--- config.mk ---
export PLATFORM = sky130hd
export DESIGN_NAME = exhaustive_vector_sequencer
export DESIGN_NICKNAME = d
export VERILOG_FILES = /design/src/rtl/exhaustive_vector_sequencer.sv
export SDC_FILE = /design/constraint.sdc
export NUM_CORES = 1
export LEC_CHECK = 0
export ABC_AREA = 0
export BUFFER_PORTS_ARGS = -buffer_cell sky130_fd_sc_hd__buf_2
export CAP_MARGIN = 0
export CORE_ASPECT_RATIO = 0.75
export CORE_MARGIN = 3
export CORE_UTILIZATION = 40
export DETAILED_ROUTE_END_ITERATION = 10
export HOLD_SLACK_MARGIN = 0.03
export SLEW_MARGIN = 15
export SYNTH_ARGS = -nofsm -noshare
export SYNTH_HDL_FRONTEND = slang
export SYNTH_SLANG_ARGS = --single-unit
--- constraint.sdc ---
create_clock -name CK -period 2.8 [get_ports CK]
set_input_delay 0.28 -clock CK [delete_from_list [all_inputs] [get_ports CK]]
set_output_delay 0.28 -clock CK [all_outputs]
set_load 0.05 [all_outputs]
--- src/rtl/exhaustive_vector_sequencer.sv ---
// rtl/exhaustive_vector_sequencer.sv - exhaustive input-vector sweeper with record stream and MISR signature
module exhaustive_vector_sequencer #(
  parameter int N_IN   = 4,
  parameter int OUT_W  = 1,
  parameter int SETTLE = 1,
  parameter int SIG_W  = 16,
  parameter logic [SIG_W-1:0] POLY = 16'h1021
) (
  input  logic             CK,
  input  logic             reset,
  input  logic             start,
  input  logic             abort,
  output logic [N_IN-1:0]  vec_out,
  input  logic [OUT_W-1:0] dut_resp,
  output logic             rec_valid,
  input  logic             rec_ready,
  output logic [N_IN-1:0]  rec_vec,
  output logic [OUT_W-1:0] rec_resp,
  output logic [SIG_W-1:0] signature,
  output logic             busy,
  output logic             done
);

  localparam int N_VEC = 1 << N_IN;
  localparam int CNT_W = (SETTLE < 2) ? 1 : $clog2(SETTLE + 1);
  // Index carries one spare bit so the last vector never aliases with 0.
  localparam logic [N_IN:0] LAST_IDX = (N_IN + 1)'(N_VEC - 1);

  typedef enum logic [2:0] {
    S_IDLE,
    S_APPLY,
    S_SETTLE,
    S_SAMPLE,
    S_EMIT,
    S_DONE
  } state_t;

  state_t           state;
  logic [N_IN:0]    index;
  logic [CNT_W-1:0] settle_cnt;
  logic [SIG_W-1:0] sig_next;

  // Next MISR value: shift with polynomial feedback, fold in the zero-extended (vector, response) pair.
  always_comb begin
    sig_next = {signature[SIG_W-2:0], 1'b0}
             ^ (signature[SIG_W-1] ? POLY : '0)
             ^ SIG_W'({vec_out, dut_resp});
  end

  // Sweep FSM with registered outputs; abort preempts every state, including a pending handshake.
  always_ff @(posedge CK or posedge reset) begin
    if (reset) begin
      state      <= S_IDLE;
      index      <= '0;
      settle_cnt <= '0;
      vec_out    <= '0;
      rec_vec    <= '0;
      rec_resp   <= '0;
      signature  <= '0;
      rec_valid  <= 1'b0;
      busy       <= 1'b0;
      done       <= 1'b0;
    end else if (abort) begin
      state     <= S_IDLE;
      rec_valid <= 1'b0;
      busy      <= 1'b0;
      done      <= 1'b0;
    end else begin
      case (state)
        S_IDLE: begin
          done <= 1'b0;
          if (start) begin
            signature <= '0;
            index     <= '0;
            busy      <= 1'b1;
            state     <= S_APPLY;
          end
        end
        S_APPLY: begin
          vec_out    <= index[N_IN-1:0];
          settle_cnt <= CNT_W'(SETTLE);
          state      <= (SETTLE == 0) ? S_SAMPLE : S_SETTLE;
        end
        S_SETTLE: begin
          settle_cnt <= settle_cnt - 1'b1;
          if (settle_cnt <= CNT_W'(1)) state <= S_SAMPLE;
        end
        S_SAMPLE: begin
          rec_resp  <= dut_resp;
          rec_vec   <= vec_out;
          signature <= sig_next;
          rec_valid <= 1'b1;
          state     <= S_EMIT;
        end
        S_EMIT: begin
          if (rec_ready) begin
            rec_valid <= 1'b0;
            if (index == LAST_IDX) begin
              busy  <= 1'b0;
              done  <= 1'b1;
              state <= S_DONE;
            end else begin
              index <= index + 1'b1;
              state <= S_APPLY;
            end
          end
        end
        S_DONE: begin
          done  <= 1'b0;
          state <= S_IDLE;
        end
        default: begin
          state <= S_IDLE;
          busy  <= 1'b0;
          done  <= 1'b0;
        end
      endcase
    end
  end

endmodule

==> flow_metrics.py, run 1 <==
metrics = {
    "die": {
        "ioPinCount": 34,
        "initial_cell_density_of_the_core": 0.440,
        "core_area_sq_um": 3870,
        "die_area_sq_um": 5090,
        "die_width_um": 81.4,
        "row_count": 19,
        "die_h_um": 62.5,
    },
    "timing": {
        "timing.slew.headroom": 0.416,
        "final_critical_path_setup_slack_ns": 0.412,
        "fin_setup_tns_ns": 0,
        "hold_violations": 0,
        "finalSetupViolCount": 0,
        "maxSlewViolCount": 0,
        "period_share": 0.853,
        "finalWorstPathRequiredPeriod_ns": 2.39,
        "timing.fmax_mhz": 419,
        "worstMarginPinSlew_ns": 0.854,
        "skew_ns": 0.00427,
        "grt_setup_unrepaired": "no",
    },
    "worst_setup_path": {
        "kind_of_cell_with_the_highest_combined_delay_on_the_critical_path": "compound AO/OA/AOI/OAI gates",
        "max_stage_delay_ns": 0.81,
        "worst-path-buf-inv": 0,
        "setup.worst_path.end": "index[0]",
        "worst_setup_path_startpoint": "index[0]",
        "timing.critical_path.slowest_stage_cell": "a2111oi_0",
        "crit_path_cell_trace": "ha_1 -> and3_1 -> ha_1 -> nand2b_1 -> a2111oi_0 -> mux2i_1",
        "worstSetupStartpointType": "flip-flop",
        "end_kind": "flip-flop",
        "worst_r2r_endpoint": "index[0]",
        "worstSetupPathDepth": 6,
        "rr_startpoint": "index[0]",
        "worst_r2r_path_depth": 6,
        "timing.reg2reg.setup_slack_ns": 0.41,
        "worstPathMaxFanout": 5,
        "critical-path-top-cell-by-count": "ha_1",
        "worstPathRequired_ns": 2.92,
        "criticalPathCategory": "flip-flop to flip-flop",
        "cp_data_arrival_time_ns": 2.51,
    },
    "cells_and_area": {
        "fill_count": 356,
        "multiInputGateArea_sq_um": 728,
        "final_area_sq_um": 2000,
        "post_route_cells_drive_above_1_share": 0.315,
        "seqCellArea_sq_um": 901,
        "final_core_utilization": 0.516,
        "flow.area_growth_from_synthesis_pct": 17.3,
        "fin_nets": 185,
        "diodes": 0,
    },
    "clock_tree": {
        "cts_num_sinks": 36,
        "cts_made_buffers": 5,
        "clk_pin_slew_ns": 0.07,
        "cts_hold_repair.buffers": 0,
        "tritoncts": "done",
        "worst_skew_pair.late_latency_ns": 0.28,
        "max-clock-path-buffers": 2,
        "post-cts-setup-buffers": 0,
        "post_cts_gate_resize_count": 0,
        "htree_num_levels": 2,
        "clockRootBuffer": "clkbuf_8",
    },
    "drt": {
        "ant_nets": 0,
        "routed_wl_um": 3770,
        "detail_route.drc_violations": 0,
        "wl_per_cell_um": 16.4,
        "vias_per_cell": 5.43,
        "firstDrtPassIters": 4,
        "detailroute.via_count": 1250,
        "drtIter0Drc": 50,
    },
    "placement": {
        "placement.io_buffers": 33,
        "detailedPlacementHpwl_um": 2520,
        "dpl_cell_area_sq_um": 1910,
        "gpl.final_weighted_congestion": 0.745,
        "preCtsSetupSlack_ns": 0.434,
    },
    "logic_synthesis": {
        "yosysSeqAreaShare": 0.529,
        "postSynthRegisterBits": 36,
        "syn-mean-instance-area_sq_um": 11.8,
        "ys_types": 39,
        "most_numerous_cell_types_in_the_synthesized_netlist": "dfrtp_1, a21o_1, mux2_2, nor4b_1, xnor2_1",
        "post_synth_instance_area_sq_um": 1700,
        "synthesis.instances": 144,
        "netlist.area_leader.share": 0.529,
        "ys_warn_count": 0,
        "count_of_flip_flops_with_a_built_in_enable_after_synthesis": 0,
        "most_used_standard_cell_by_instance_count_after_synthesis": "dfrtp_1",
        "async_flop_share": 1.00,
        "yosysTopAreaCell": "dfrtp_1",
        "syn_nets": 152,
        "yosys_most_used_dff": "dfrtp_1",
        "synthTopCellsByArea": "dfrtp_1, a21o_1, mux2_2, nor4b_1, xnor2_1",
    },
    "global_routing": {
        "global_route.usage.total": 0.160,
        "grt-ovfl-total": 0,
        "antenna_found_initial": 0,
        "grt_pass1_vias": 1258,
        "pin_count_of_the_biggest_net_entering_global_routing": 37,
        "grt_first_pass_wirelength_um": 6340,
    },
    "status": {
        "run_status": "completed",
    },
    "power": {
        "total_leakage_power_nw": 1.08,
        "power_per_cell_area_nw_per_um2": 567,
        "worst_ir_drop_vdd_mv": 0.419,
        "overall_power_consumption_w": 0.00113,
    },
    "flow_run": {
        "timing.max_cap.violations": 0,
    },
    "min_path": {
        "min_path_type": "input pin to async pin",
    },
}
[sequential cells by signal (all words and copies together) (netlist names)]
name and cells:
busy 1, done 1, index 5, rec_resp 1, rec_valid 1, rec_vec 4, signature 16, state 3
vec_out 4
[stage by stage]
step           hold slack, ns  cells
2_1_floorplan           0.370    144
3_3_place_gp            0.403    222
3_5_place_dp            0.412    222
4_1_cts                 0.107    230
5_1_grt                 0.137    230
6_report                0.102    230
[area by class of cell]
type,count,area share
Sequential cell,36,0.451
Timing Repair Buffer,36,0.0939
Tap cell,52,0.0326
Clock buffer,8,0.0451
Inverter,7,0.0131
Multi-Input combinational cell,91,0.364
[report_power, final]
part	switching, W	internal [W]
clock network	0.000172	0.000201
registers	0.0000270	0.000544
logic	0.000134	0.0000543
[worst min-delay path by stage]
stage / slack, ns / start / end
after floorplan: 0.37 / rec_ready / rec_valid
after global placement: 0.40 / reset / busy
after detailed placement: 0.41 / reset / signature[8]
after CTS: 0.11 / reset / signature[8]
after global routing: 0.14 / reset / signature[8]
final: 0.10 / reset / busy
[cells by family (layout without fill, tap and decap cells)]
| kind of cell | Yosys count | after routing | share of synthesized area |
|---|---|---|---|
| flops | 36 | 36 | 0.529 |
| mux | 10 | 10 | 0.0653 |
| xor+xnor | 8 | 8 | 0.0411 |
| fa+ha+maj | 2 | 2 | 0.0147 |
| simple gates | 37 | 37 | 0.159 |
| compound gates | 34 | 34 | 0.148 |
| buf+inv | 17 | 51 | 0.0441 |
[per-layer routing]
metal / vias to the layer above / share of wire / global-route usage
li1: 600 / - / -
met5: - / 0 / 0
met3: 4 / 0.053 / 0.0432
met4: 0 / 0.011 / 0.0633
met1: 618 / 0.51 / 0.234
met2: 28 / 0.42 / 0.223
[worst reg2reg max path: stages (launching register included)]
cell	delay, ns
dfrtp_1	0.41
ha_1	0.22
and3_1	0.18
ha_1	0.22
nand2b_1	0.22
a2111oi_0	0.81
mux2i_1	0.17
[placed cells by master (no fill, tap or decap), drive strengths merged]
master,Yosys,final
nor3b,1,1
dfrtp,36,36
a211oi,1,1
nand3,3,3
xnor2,8,8
a2111oi,3,3
a21oi,3,3
buf,5,36
nand3b,1,1
nor2,2,2
o211ai,1,1
o21bai,1,1
nor4b,9,9
or3b,2,2
or4b,1,1
or4,1,1
clkbuf,5,8
nor4,8,8
mux2,9,9
inv,7,7
a211o,1,1
nor3,3,3
mux2i,1,1
o21ba,1,1
o22ai,3,3
o21ai,1,1
a311o,1,1
and3b,1,1
nand2,1,1
and3,1,1
a21o,17,17
nand2b,3,3
ha,2,2
o31ai,1,1
Note: power is estimated with default switching activity, not from simulation.
==> run 2: changes to the inputs <==
--- a/config.mk
+++ b/config.mk
@@ -5,7 +5,7 @@
 export SDC_FILE = /design/constraint.sdc
 export NUM_CORES = 1
 export LEC_CHECK = 0
-export ABC_AREA = 0
+export ABC_AREA = 1
 export BUFFER_PORTS_ARGS = -buffer_cell sky130_fd_sc_hd__buf_2
 export CAP_MARGIN = 0
 export CORE_ASPECT_RATIO = 0.75
==> flow_metrics.py, run 2 <==
metrics = {
    "status": {
        "run_status": "completed",
    },
    "clock_tree": {
        "cts_num_sinks": 36,
        "cts_hold_repair.buffers": 0,
        "worst_skew_pair.late_latency_ns": 0.28,
        "clockRootBuffer": "clkbuf_8",
        "htree_num_levels": 2,
        "post-cts-setup-buffers": 0,
        "max-clock-path-buffers": 2,
        "cts_made_buffers": 5,
        "post_cts_gate_resize_count": 0,
        "clk_pin_slew_ns": 0.07,
        "tritoncts": "done",
    },
    "drt": {
        "detail_route.drc_violations": 0,
        "wl_per_cell_um": 12.0,
        "drtIter0Drc": 78,
        "routed_wl_um": 3520,
        "firstDrtPassIters": 4,
        "detailroute.via_count": 1357,
        "ant_nets": 0,
        "vias_per_cell": 4.65,
    },
    "die": {
        "initial_cell_density_of_the_core": 0.427,
        "ioPinCount": 34,
        "die_h_um": 63.7,
        "core_area_sq_um": 4150,
        "die_area_sq_um": 5280,
        "die_width_um": 82.9,
        "row_count": 20,
    },
    "min_path": {
        "min_path_type": "input pin to async pin",
    },
    "timing": {
        "fin_setup_tns_ns": 0,
        "worstMarginPinSlew_ns": 0.569,
        "timing.fmax_mhz": 550,
        "skew_ns": 0.00309,
        "period_share": 0.650,
        "finalWorstPathRequiredPeriod_ns": 1.82,
        "timing.slew.headroom": 0.620,
        "finalSetupViolCount": 0,
        "grt_setup_unrepaired": "no",
        "hold_violations": 0,
        "maxSlewViolCount": 0,
    },
    "flow_run": {
        "timing.max_cap.violations": 0,
    },
    "logic_synthesis": {
        "synth_xor_area_frac": 0.0346,
        "most_used_standard_cell_by_instance_count_after_synthesis": "nand2_1",
        "async_flop_share": 1.00,
        "ys_warn_count": 0,
        "share_of_the_synthesized_area_in_compound_gates_ao_oa_aoi_oai": 0.116,
        "count_of_flip_flops_with_a_built_in_enable_after_synthesis": 0,
        "post_synth_instance_area_sq_um": 1770,
        "yosysTopAreaCell": "dfrtp_1",
        "syn-mean-instance-area_sq_um": 8.78,
        "postSynthRegisterBits": 36,
        "ys_types": 23,
        "syn_nets": 210,
        "synth.area.mux_share": 0,
        "combinational_family_with_the_most_area_after_synthesis": "simple AND/OR/NAND/NOR gates",
        "synthTopCellsByArea": "dfrtp_1, nand2_1, o21ai_2, xor2_1, nand3_1",
        "yosys_most_used_dff": "dfrtp_1",
        "most_numerous_cell_types_in_the_synthesized_netlist": "nand2_1, dfrtp_1, o21ai_2",
        "synthesis.instances": 202,
        "yosysSeqAreaShare": 0.508,
        "synthSimpleGateAreaFrac": 0.268,
        "netlist.area_leader.share": 0.508,
        "yosys.area_share.adder": 0.0141,
    },
    "cells_and_area": {
        "post_route_cells_drive_above_1_share": 0.287,
        "diodes": 0,
        "most_frequent_cells_in_the_layout": "nand2_1, dfrtp_1, buf_2",
        "fill_count": 422,
        "fin_nets": 245,
        "number_of_flip_flops_under_the_largest_register_name": 16,
        "most_frequent_standard_cell_in_the_layout_excluding_fill_and_tap_cells": "nand2_1",
        "final_core_utilization": 0.496,
        "largest_registers": "signature (16), index (5)",
        "flow.area_growth_from_synthesis_pct": 16.3,
        "largest_register": "signature",
    },
    "worst_setup_path": {
        "rr_startpoint": "state[0]",
        "worstPathRequired_ns": 2.96,
        "criticalPathCategory": "flip-flop to flip-flop",
        "worstPathMaxFanout": 32,
        "crit_path_cell_trace": "nand2_2 -> nor2_4 -> nand2_4 -> nand2_2 -> nand2_4 -> nand2_1 -> o21ai_2",
        "worstSetupStartpointType": "flip-flop",
        "cp_data_arrival_time_ns": 1.98,
        "max_stage_delay_ns": 0.46,
        "worst_setup_path_startpoint": "state[0]",
        "end_kind": "flip-flop",
        "timing.critical_path.slowest_stage_cell": "dfrtp_1",
    },
    "power": {
        "power_per_cell_area_nw_per_um2": 581,
        "total_leakage_power_nw": 1.09,
        "worst_ir_drop_vdd_mv": 0.389,
    },
    "placement": {
        "placement.io_buffers": 33,
        "gpl.final_weighted_congestion": 0.756,
        "detailedPlacementHpwl_um": 2470,
    },
    "global_routing": {
        "grt_first_pass_wirelength_um": 5910,
        "grt_use_met3": 0.0392,
        "grt.busiest_layer": "met1",
        "antenna_found_initial": 0,
        "global_route.usage.total": 0.141,
        "gr-usage-met2": 0.199,
        "pin_count_of_the_biggest_net_entering_global_routing": 37,
        "grt-ovfl-total": 0,
        "grtUsageMet1": 0.206,
        "grt_pass1_vias": 1222,
    },
}
==> run 2: cell count changes in the layout (fill, tap and decap cells not counted), sizes merged, moves of 7 or more <==
cell and delta:
a21o -17, inv +8, mux2 -9, nand2 +78
nand3 +9, nor2 +8, nor4 -8, nor4b -9
o21ai +26, xnor2 -8, xor2 +7
==> run 2: worst max-delay path, delay by kind of cell (launching register included) <==
family,cells,cell delay (ns)
and+or+nand+nor,6,1.16
AOI/OAI and AO/OA,1,0.06
DFF,1,0.46
==> run 2: cells by family after synthesis <==
family | count (synthesis)
AND/OR/NAND/NOR | 107
flip-flops | 36
AO/OA/AOI/OAI | 29
buffers and inverters | 21
XOR/XNOR | 7
adder cells (fa/ha/maj) | 2
==> run 2: metrics by stage <==
stage	hold slack, ns	cell area [sq um]	total power [W]	std cells	setup WS [ns]
after CTS	0.0995	2060	0.00121	292	0.990
final	0.0793	2060	0.00120	292	0.981
after global routing	0.158	2060	0.00126	292	0.814
after global placement	0.415	1970	0.000815	285	1.04
after detailed placement	0.410	1970	0.000814	285	1.01
after floorplan	0.365	1770	0.000768	202	1.39
==> run 2: cell type report <==
cell class,count,area (sq um),area share
clock buffer,7,96.3,0.0467
timing repair buffer,34,173,0.0837
multi-input combinational,145,767,0.372
sequential,36,901,0.437
inverter,15,56.3,0.0273
tap,55,68.8,0.0334
==> run 2: final timing paths <==
check                           cells past startpoint  slack [ns]             to
worst max-delay path                                7        0.98   signature[8]
worst min-delay path                                3        0.08  signature[12]
worst max register to register                      7        0.98   signature[8]
worst min register to register                      2        0.47           busy
max in group asynchronous                           3        2.39     vec_out[1]
min in group CK                                     2        0.22      rec_valid
==> run 2: layer usage <==
layer  wire length, um  vias up
met3               148        4
met2              1440       20
met5                 0        -
li1                  -      715
met4                35        0
met1              1900      618
==> run 2: power breakdown <==
group	internal (W)	switching (W)
Combinational	0.0000477	0.000179
Sequential	0.000548	0.0000275
Clock	0.000219	0.000178
